--- src/rtl/imm_gen_stage.sv ---
// imm_gen_stage: registered immediate generator with valid/ready handshake and a one-entry skid buffer.
// Decodes the immediate format from the raw opcode/funct3 and stores decoded beats in output/skid registers.
module imm_gen_stage #(
  parameter int XLEN    = 64,
  parameter int SHAMT_W = $clog2(XLEN)
) (
  input  logic            clk,
  input  logic            reset,
  input  logic            flush,
  input  logic            in_valid,
  output logic            in_ready,
  input  logic [31:0]     in_instr,
  input  logic [XLEN-1:0] in_pc,
  output logic            out_valid,
  input  logic            out_ready,
  output logic [31:0]     out_instr,
  output logic [XLEN-1:0] out_pc,
  output logic [XLEN-1:0] out_imm,
  output logic [3:0]      out_fmt
);
  typedef enum logic [3:0] {
    FMT_NONE   = 4'd0,
    FMT_I      = 4'd1,
    FMT_S      = 4'd2,
    FMT_B      = 4'd3,
    FMT_U      = 4'd4,
    FMT_J      = 4'd5,
    FMT_SHAMT  = 4'd6,
    FMT_SHAMTW = 4'd7,
    FMT_CSRI   = 4'd8
  } fmt_e;
  typedef struct packed {
    logic [31:0]     instr;
    logic [XLEN-1:0] pc;
    logic [XLEN-1:0] imm;
    fmt_e            fmt;
  } beat_t;
  logic [6:0] opc;
  logic [2:0] f3;
  logic       sh;
  fmt_e       fmt_dec;
  logic [XLEN-1:0] imm_dec;
  beat_t in_beat;
  beat_t out_q, out_d, skid_q, skid_d;
  logic  out_valid_q, out_valid_d, skid_valid_q, skid_valid_d;
  logic  accept, out_load;
  assign opc = in_instr[6:0];
  assign f3  = in_instr[14:12];
  assign sh  = f3[1:0] == 2'b01;
  // OP-IMM-32 only exists on RV64; on RV32 it falls through to NONE.
  always_comb begin
    fmt_dec = (opc == 7'b0000011 || opc == 7'b1100111) ? FMT_I :
              (opc == 7'b0010011) ? (sh ? FMT_SHAMT : FMT_I) :
              (opc == 7'b0011011 && XLEN == 64) ? (sh ? FMT_SHAMTW : FMT_I) :
              (opc == 7'b0100011) ? FMT_S :
              (opc == 7'b1100011) ? FMT_B :
              (opc == 7'b0110111 || opc == 7'b0010111) ? FMT_U :
              (opc == 7'b1101111) ? FMT_J :
              (opc == 7'b1110011 && f3[2]) ? FMT_CSRI : FMT_NONE;
  end
  always_comb begin
    imm_dec = '0;
    case (fmt_dec)
      FMT_I:      imm_dec = XLEN'($signed(in_instr[31:20]));
      FMT_S:      imm_dec = XLEN'($signed({in_instr[31:25], in_instr[11:7]}));
      FMT_B:      imm_dec = XLEN'($signed({in_instr[31], in_instr[7], in_instr[30:25], in_instr[11:8], 1'b0}));
      FMT_U:      imm_dec = XLEN'($signed({in_instr[31:12], 12'b0}));
      FMT_J:      imm_dec = XLEN'($signed({in_instr[31], in_instr[19:12], in_instr[20], in_instr[30:21], 1'b0}));
      FMT_SHAMT:  imm_dec = XLEN'(in_instr[20+SHAMT_W-1:20]);
      FMT_SHAMTW: imm_dec = XLEN'(in_instr[24:20]);
      FMT_CSRI:   imm_dec = XLEN'(in_instr[19:15]);
      default:    imm_dec = '0;
    endcase
  end
  assign in_beat  = '{instr: in_instr, pc: in_pc, imm: imm_dec, fmt: fmt_dec};
  assign in_ready = !skid_valid_q;
  assign accept   = in_valid && in_ready;
  assign out_load = !out_valid_q || out_ready;
  // Skid drains ahead of new input to keep FIFO order; in_ready is 0 whenever skid is full.
  always_comb begin
    out_d        = out_q;
    out_valid_d  = out_valid_q;
    skid_d       = skid_q;
    skid_valid_d = skid_valid_q;
    if (flush) begin
      out_valid_d  = 1'b0;
      skid_valid_d = 1'b0;
    end else if (out_load) begin
      if (skid_valid_q) begin
        out_d        = skid_q;
        out_valid_d  = 1'b1;
        skid_valid_d = 1'b0;
      end else begin
        out_valid_d = accept;
        out_d       = accept ? in_beat : out_q;
      end
    end else if (accept) begin
      skid_d       = in_beat;
      skid_valid_d = 1'b1;
    end
  end
  always_ff @(posedge clk) begin
    if (reset) begin
      out_q        <= '0;
      skid_q       <= '0;
      out_valid_q  <= 1'b0;
      skid_valid_q <= 1'b0;
    end else begin
      out_q        <= out_d;
      skid_q       <= skid_d;
      out_valid_q  <= out_valid_d;
      skid_valid_q <= skid_valid_d;
    end
  end
  assign out_valid = out_valid_q;
  assign out_instr = out_q.instr;
  assign out_pc    = out_q.pc;
  assign out_imm   = out_q.imm;
  assign out_fmt   = out_q.fmt;
endmodule

--- config.mk ---
export PLATFORM = sky130hd
export DESIGN_NAME = imm_gen_stage
export DESIGN_NICKNAME = d
export VERILOG_FILES = /design/src/rtl/imm_gen_stage.sv
export SDC_FILE = /design/constraint.sdc
export NUM_CORES = 1
export LEC_CHECK = 0
export BUFFER_PORTS_ARGS = -buffer_cell sky130_fd_sc_hd__clkbuf_2
export CAP_MARGIN = 20
export CELL_PAD_IN_SITES_DETAIL_PLACEMENT = 0
export CELL_PAD_IN_SITES_GLOBAL_PLACEMENT = 1
export CORE_MARGIN = 5
export CORE_UTILIZATION = 40
export CTS_CLUSTER_SIZE = 25
export DETAILED_ROUTE_END_ITERATION = 12
export HOLD_SLACK_MARGIN = 0.15
export PLACE_DENSITY_LB_ADDON = 0.1
export SLEW_MARGIN = 25
export SYNTH_ARGS = -nofsm -noshare
export SYNTH_HDL_FRONTEND = slang
export SYNTH_SLANG_ARGS = --single-unit
--- constraint.sdc ---
create_clock -name clk -period 2.35 [get_ports clk]
set_input_delay 0.1175 -clock clk [delete_from_list [all_inputs] [get_ports clk]]
set_output_delay 0.1175 -clock clk [all_outputs]
set_load 0.03 [all_outputs]
Word level (Yosys, flattened, before mapping)
Index checks and enable logic that the tools add are counted.
{ "op_classes": {"muxes": 14, "reduce_logical": 12, "eq_ne": 19, "bitwise": 2} }
{ "op_table": {"columns": ["operator", "n"], "rows": [
  ["64-bit case mux with 8 select lines", 1],
  ["164-bit two-way mux", 2],
  ["4-bit two-way mux", 8],
  ["7-bit equality test (second input constant)", 4],
  ["7-bit by 5-bit equality test with 1-bit output (second input constant)", 3],
  ["4-bit by 3-bit equality test with 1-bit output (second input constant)", 4],
  ["7-bit by 6-bit equality test with 1-bit output (second input constant)", 2],
  ["4-bit by 2-bit equality test with 1-bit output (second input constant)", 2],
  ["7-bit by 2-bit equality test with 1-bit output (second input constant)", 1],
  ["3-bit two-way mux", 2],
  ["3-bit AND reduction", 2],
  ["4-bit by 1-bit equality test with 1-bit output (second input constant)", 1],
  ["4-bit equality test (second input constant)", 1],
  ["1-bit logical OR", 3],
  ["3-bit OR reduction", 1],
  ["2-bit by 1-bit equality test with 1-bit output (second input constant)", 1],
  ["1-bit logical AND", 2],
  ["1-bit logical NOT", 2],
  ["1-bit NOT", 2],
  ["2-bit nonzero test", 1],
  ["2-bit OR reduction", 1],
  ["1-bit two-way mux", 1]
]} }
{ "word_totals": {"ff_bits": 330, "in_bits": 101} }

Depth between registers and ports, before layout
{ "depth": {"ltp_word": 14, "ltp_mapped": 8, "ltp_nobuf": 6} }

Worst setup path before layout
OpenSTA, ideal clock, no wires.
{ "synth_path": {"path_kind": "reg2reg", "startpoint": "register out_valid_q (netlist: out_valid)", "endpoint": "register skid_q[136] in the netlist's numbering", "arrival_time_ns": 1.738, "setup_slack_ns": 0.542, "setup_time_ns": 0.070, "stages_incl_launch_ff": 8, "path_buffers": 3, "path_cell_list": "dfxtp_1 nor2b_1 and3_1 buf_2 buf_2 buf_1 nand2_1 a21oi_1"} }
{ "synth_via": {"elab_chain_len": 4} }
{ "synth_lines": {"columns": ["item", "line", "source"], "rows": [
  ["start: declaration", "45", "logic out_valid_q, out_valid_d, skid_valid_q, skid_valid_d;"],
  ["start signal: assignment", "111", "out_valid_q <= out_valid_d;"],
  ["1-bit logical NOT", "78", "assign out_load = !out_valid_q || out_ready;"],
  ["1-bit logical OR", "78", null],
  ["1-bit NOT (no line)", null, null],
  ["3-bit AND reduction (no line)", null, null],
  ["end signal: assignment", "110", "skid_q <= skid_d;"],
  ["end: declaration", "44", "beat_t out_q, out_d, skid_q, skid_d;"]
]} }
Every way passes these cells.
A chain may end at the register's enable or synchronous reset.

Worst setup path in the final report
{ "layout_path": {"startpoint": "input in_instr[5]", "endpoint": "register skid_q[24] in the netlist's numbering"} }
{ "layout_via": {"elab_chain_len": 12, "elab_cells_between_ends": 30, "classes_between": "eq/ne: 18; mux: 9; reduce/logical: 3"} }
{ "layout_lines": {"columns": ["item", "line", "source"], "rows": [
  ["start: declaration", "12", "input logic [31:0] in_instr,"],
  ["7-bit equality test", "59", "(opc == 7'b1110011 && f3[2]) ? FMT_CSRI : FMT_NONE;"],
  ["1-bit logical AND", "59", null],
  ["4-bit two-way mux", "59", null],
  ["4-bit two-way mux", "58", "(opc == 7'b1101111) ? FMT_J :"],
  ["4-bit two-way mux", "57", "(opc == 7'b0110111 || opc == 7'b0010111) ? FMT_U :"],
  ["4-bit two-way mux", "56", "(opc == 7'b1100011) ? FMT_B :"],
  ["4-bit two-way mux", "55", "(opc == 7'b0100011) ? FMT_S :"],
  ["4-bit two-way mux", "54", "(opc == 7'b0011011 && XLEN == 64) ? (sh ? FMT_SHAMTW : FMT_I) :"],
  ["4-bit two-way mux", "53", "(opc == 7'b0010011) ? (sh ? FMT_SHAMT : FMT_I) :"],
  ["4-bit two-way mux *", "52", "fmt_dec = (opc == 7'b0000011 || opc == 7'b1100111) ? FMT_I :"],
  ["4-bit equality test (tied with other cells)", "63", "case (fmt_dec)"],
  ["64-bit case mux with 8 select lines *", "63", null]
]} }
Every way passes the cells marked *; elsewhere a longest branch is shown, timed or not.

==> results.py <==
metrics = {
    "clock_network": {
        "clkLatencyLatePin_ps": 550,
        "cts_tree": "built",
        "root_buffer": "clkbuf_16",
        "cts_sinks": 266,
        "cts_buffers": 31,
        "clockBufferDepth": 3,
        "path_clk_slew_ps": 60,
        "htree_num_levels": 1,
        "cts_resized": 0,
        "post_cts_buffers": 0,
    },
    "critical_path": {
        "path_buf_inv": 2,
        "cp_max_fo": 12,
        "cp_top_family": "compound AO/OA/AOI/OAI gates",
        "cpPeakStageDelay_ps": 620,
        "critical_path_class": "primary input to flip-flop",
        "r2r_cells": 5,
        "critPathArrivalTime_ps": 2600,
        "r2r-start": "out_valid$_SDFFE_PP0P_",
        "regToRegSetupSlack_ps": 190,
        "cp_data_required_time_ps": 2750,
        "endpoint_kind": "flip-flop",
        "critPathLaunchType": "primary input",
        "crit_slowest_cell": "a21oi_2",
        "cp_cell_sequence": "dlygate4sd3_1 > clkbuf_2 > or2_1 > o22ai_1 > a31oi_1 > o21ai_4 > a21oi_2 > a211oi_1",
        "worst_r2r_endpoint": "out_imm[28]$_SDFFE_PP0P_",
    },
    "sta": {
        "rsz0062_at_grt": "false",
        "hold_ws_ps": 354.8,
        "clock_skew_ps": 17.79,
        "hold_violations": 0,
        "clock.fmax_mhz": 455.6,
        "worstMarginPinSlew_ps": 958.4,
        "slew_violations": 0,
        "slew_headroom": 0.3611,
        "period_minus_slack_ps": 2195,
        "setup_viol": 0,
        "setup_tns_ps": 0,
        "period_share": 0.9341,
    },
    "detailed_routing": {
        "drc": 0,
        "routed.top_layer": "met4",
        "via_per_inst": 5.059,
        "routedWlPerCell_um": 16.14,
        "dr.pass1.iters": 5,
        "wl_met2_um": 14720,
        "ant_nets": 0,
        "drtIter0Drc": 612,
        "routed_wirelength_um": 32500,
        "wl_met3_um": 2200,
        "vias": 10189,
        "wirelength_met1_um": 15240,
    },
    "global_routing": {
        "grt_pass1_vias": 9498,
        "antenna_found_initial": 0,
        "grt_pass1_wl_um": 51730,
        "grt_usage": 0.1969,
        "grt.overflow.total": 0,
        "grt_max_degree": 95,
    },
    "run_status": {
        "status": "finished clean",
    },
    "floorplanning": {
        "ioPinCount": 267,
        "initial_utilization": 0.4055,
        "die_h_um": 178.0,
        "die_x_um": 178.0,
        "coreArea_um2": 27860,
        "rows": 61,
        "dieArea_um2": 31700,
    },
    "min_path": {
        "min_path_cells": 4,
        "hold_end": "skid_q[125]$_SDFFE_PP0P_",
        "hold_path.startpoint": "in_pc[57]",
        "hold_path_class": "primary input to flip-flop",
    },
    "logic_synthesis": {
        "synthCells": 1322,
        "ys_top_cells_by_area": "dfxtp_1, mux2i_1, nand2_1",
        "yosys.area_share.adder": 0,
        "ys_warn_count": 0,
        "synthSimpleGateAreaFrac": 0.1819,
        "synth_compound_area_frac": 0.1985,
        "synthArstFlopShare": 0,
        "synth_edf_count": 0,
        "synth_top_flop_cell": "dfxtp_1",
        "synth_top_family_by_area": "compound AO/OA/AOI/OAI gates",
        "synth.net_count": 1423,
        "ys_seq_elements": 266,
        "synth_top_cell_by_area": "dfxtp_1",
        "syn_area_um2": 11300,
        "synth-xor-area-share": 0,
        "avgSynthCellArea_um2": 8.545,
        "ys_types": 58,
        "yosysTopAreaCellShare": 0.4714,
        "synth_mux_area_frac": 0.08241,
        "synth_seq_area_share": 0.4714,
    },
    "final_layout": {
        "fill_cells": 2598,
        "drive_above_1_share": 0.2323,
        "layout_common_cells": "clkbuf_2, dfxtp_1, nand2_1, nor2_1, a21oi_1",
        "nNetsFinal": 1712,
        "area_growth_pct": 31.32,
        "final_util": 0.5325,
        "design_area_um2": 14830,
        "diodes": 0,
    },
    "placed_design": {
        "portBuffers": 266,
        "gp_congestion": 0.8571,
        "dp_hpwl_um": 20900,
        "place_area_um2": 12770,
    },
    "power_and_ir_drop": {
        "ir_drop_v": 0.0004890,
        "power.total_mw": 10.91,
        "power.density_nw_per_um2": 735.7,
        "p_leak_nw": 5.614,
    },
    "flow_run": {
        "drv_cap": 0,
    },
}
## layout make-up
cell class	count	area (um^2)	share of cell area
well taps	378	473.0	0.03188
clock inverters	13	102.6	0.006916
flip-flops and latches	266	5329	0.3592
multi-input cells	905	5251	0.3540
clock buffers	45	928.4	0.06258
inverters	5	18.77	0.001265
repair buffers	402	2731	0.1841
## cells by family (layout without fill, tap and decap cells)
| family | after synthesis | in the layout |
|---|---|---|
| AO/OA/AOI/OAI | 335 | 335 |
| buffers and inverters | 151 | 465 |
| flip-flops | 266 | 266 |
| multiplexers | 93 | 93 |
| AND/OR/NAND/NOR | 477 | 477 |
## report_power, final
group | leakage [nW] | total [mW] | switching (mW) | internal (mW)
clock network | 0.519 | 4.74 | 1.90 | 2.84
registers | 2.17 | 4.76 | 0.0870 | 4.67
logic | 2.93 | 1.42 | 0.913 | 0.503
total | 5.61 | 10.9 | 2.90 | 8.02
## state kept, by name (all words and copies together), names as in the netlist
name,cells
out_fmt,4
out_imm,32
out_instr,32
out_pc,64
out_valid,1
skid_q,132
skid_valid_q,1
## repair_timing
action | in CTS | in global routing
hold buffers | 103 | 0
endpoints found under the hold margin | 256 | 0
endpoints found under the setup margin | 0 | 0
## worst max path at each step
stage	from	endpoint	cells after the start
floorplan	out_valid$_SDFFE_PP0P_	skid_q[136]$_SDFFE_PP0P_	7
global placement	in_instr[5]	skid_q[24]$_SDFFE_PP0P_	7
detailed placement	in_instr[5]	skid_q[24]$_SDFFE_PP0P_	7
CTS	out_valid$_SDFFE_PP0P_	out_imm[23]$_SDFFE_PP0P_	5
global route	in_instr[3]	skid_q[29]$_SDFFE_PP0P_	8
finish	in_instr[5]	skid_q[24]$_SDFFE_PP0P_	8
## Yosys cell counts, types with 2 or more instances
master and count:
a211oi_1 101, inv_1 5, o2111a_1 2, a22o_1 5, nor3b_1 2, o22ai_1 2, buf_2 18, o21ai_1 4
and2_1 12, o2bb2ai_1 4, nor3_1 20, nor2b_1 13, nor4_1 4, buf_6 3, a311oi_1 13, dfxtp_1 266
nand2_1 237, a21oi_2 2, o21ai_0 35, a211oi_2 11, o21bai_1 4, clkbuf_1 80, and3_1 3, or3_1 13
a221oi_1 5, nand4_1 2, a21oi_1 118, nor2_1 142, nand3_1 16, buf_4 35, nor3b_2 2, buf_1 10
a31oi_1 13, o211ai_1 4, mux2i_1 93
## through the flow
stage | setup slack [ps] | instances
after global placement | 166.3 | 1853
after CTS | 146.4 | 2014
after detailed placement | 145.2 | 1853
after floorplan | 541.7 | 1322
after global routing | 5.786 | 2014
final | 154.9 | 2014
## tightest hold or removal path, stage by stage
cell and delay, ps:
dlygate4sd3_1 530, clkbuf_2 110, nand2_1 50, a21oi_1 50
## layer usage
metal  vias up  global-route usage
met2       285              0.3156
met4         0             0.03448
met5         -                   0
met3        29             0.03858
met1      4705              0.2798
li1       5170                   -
(Power assumes the default switching activity.)
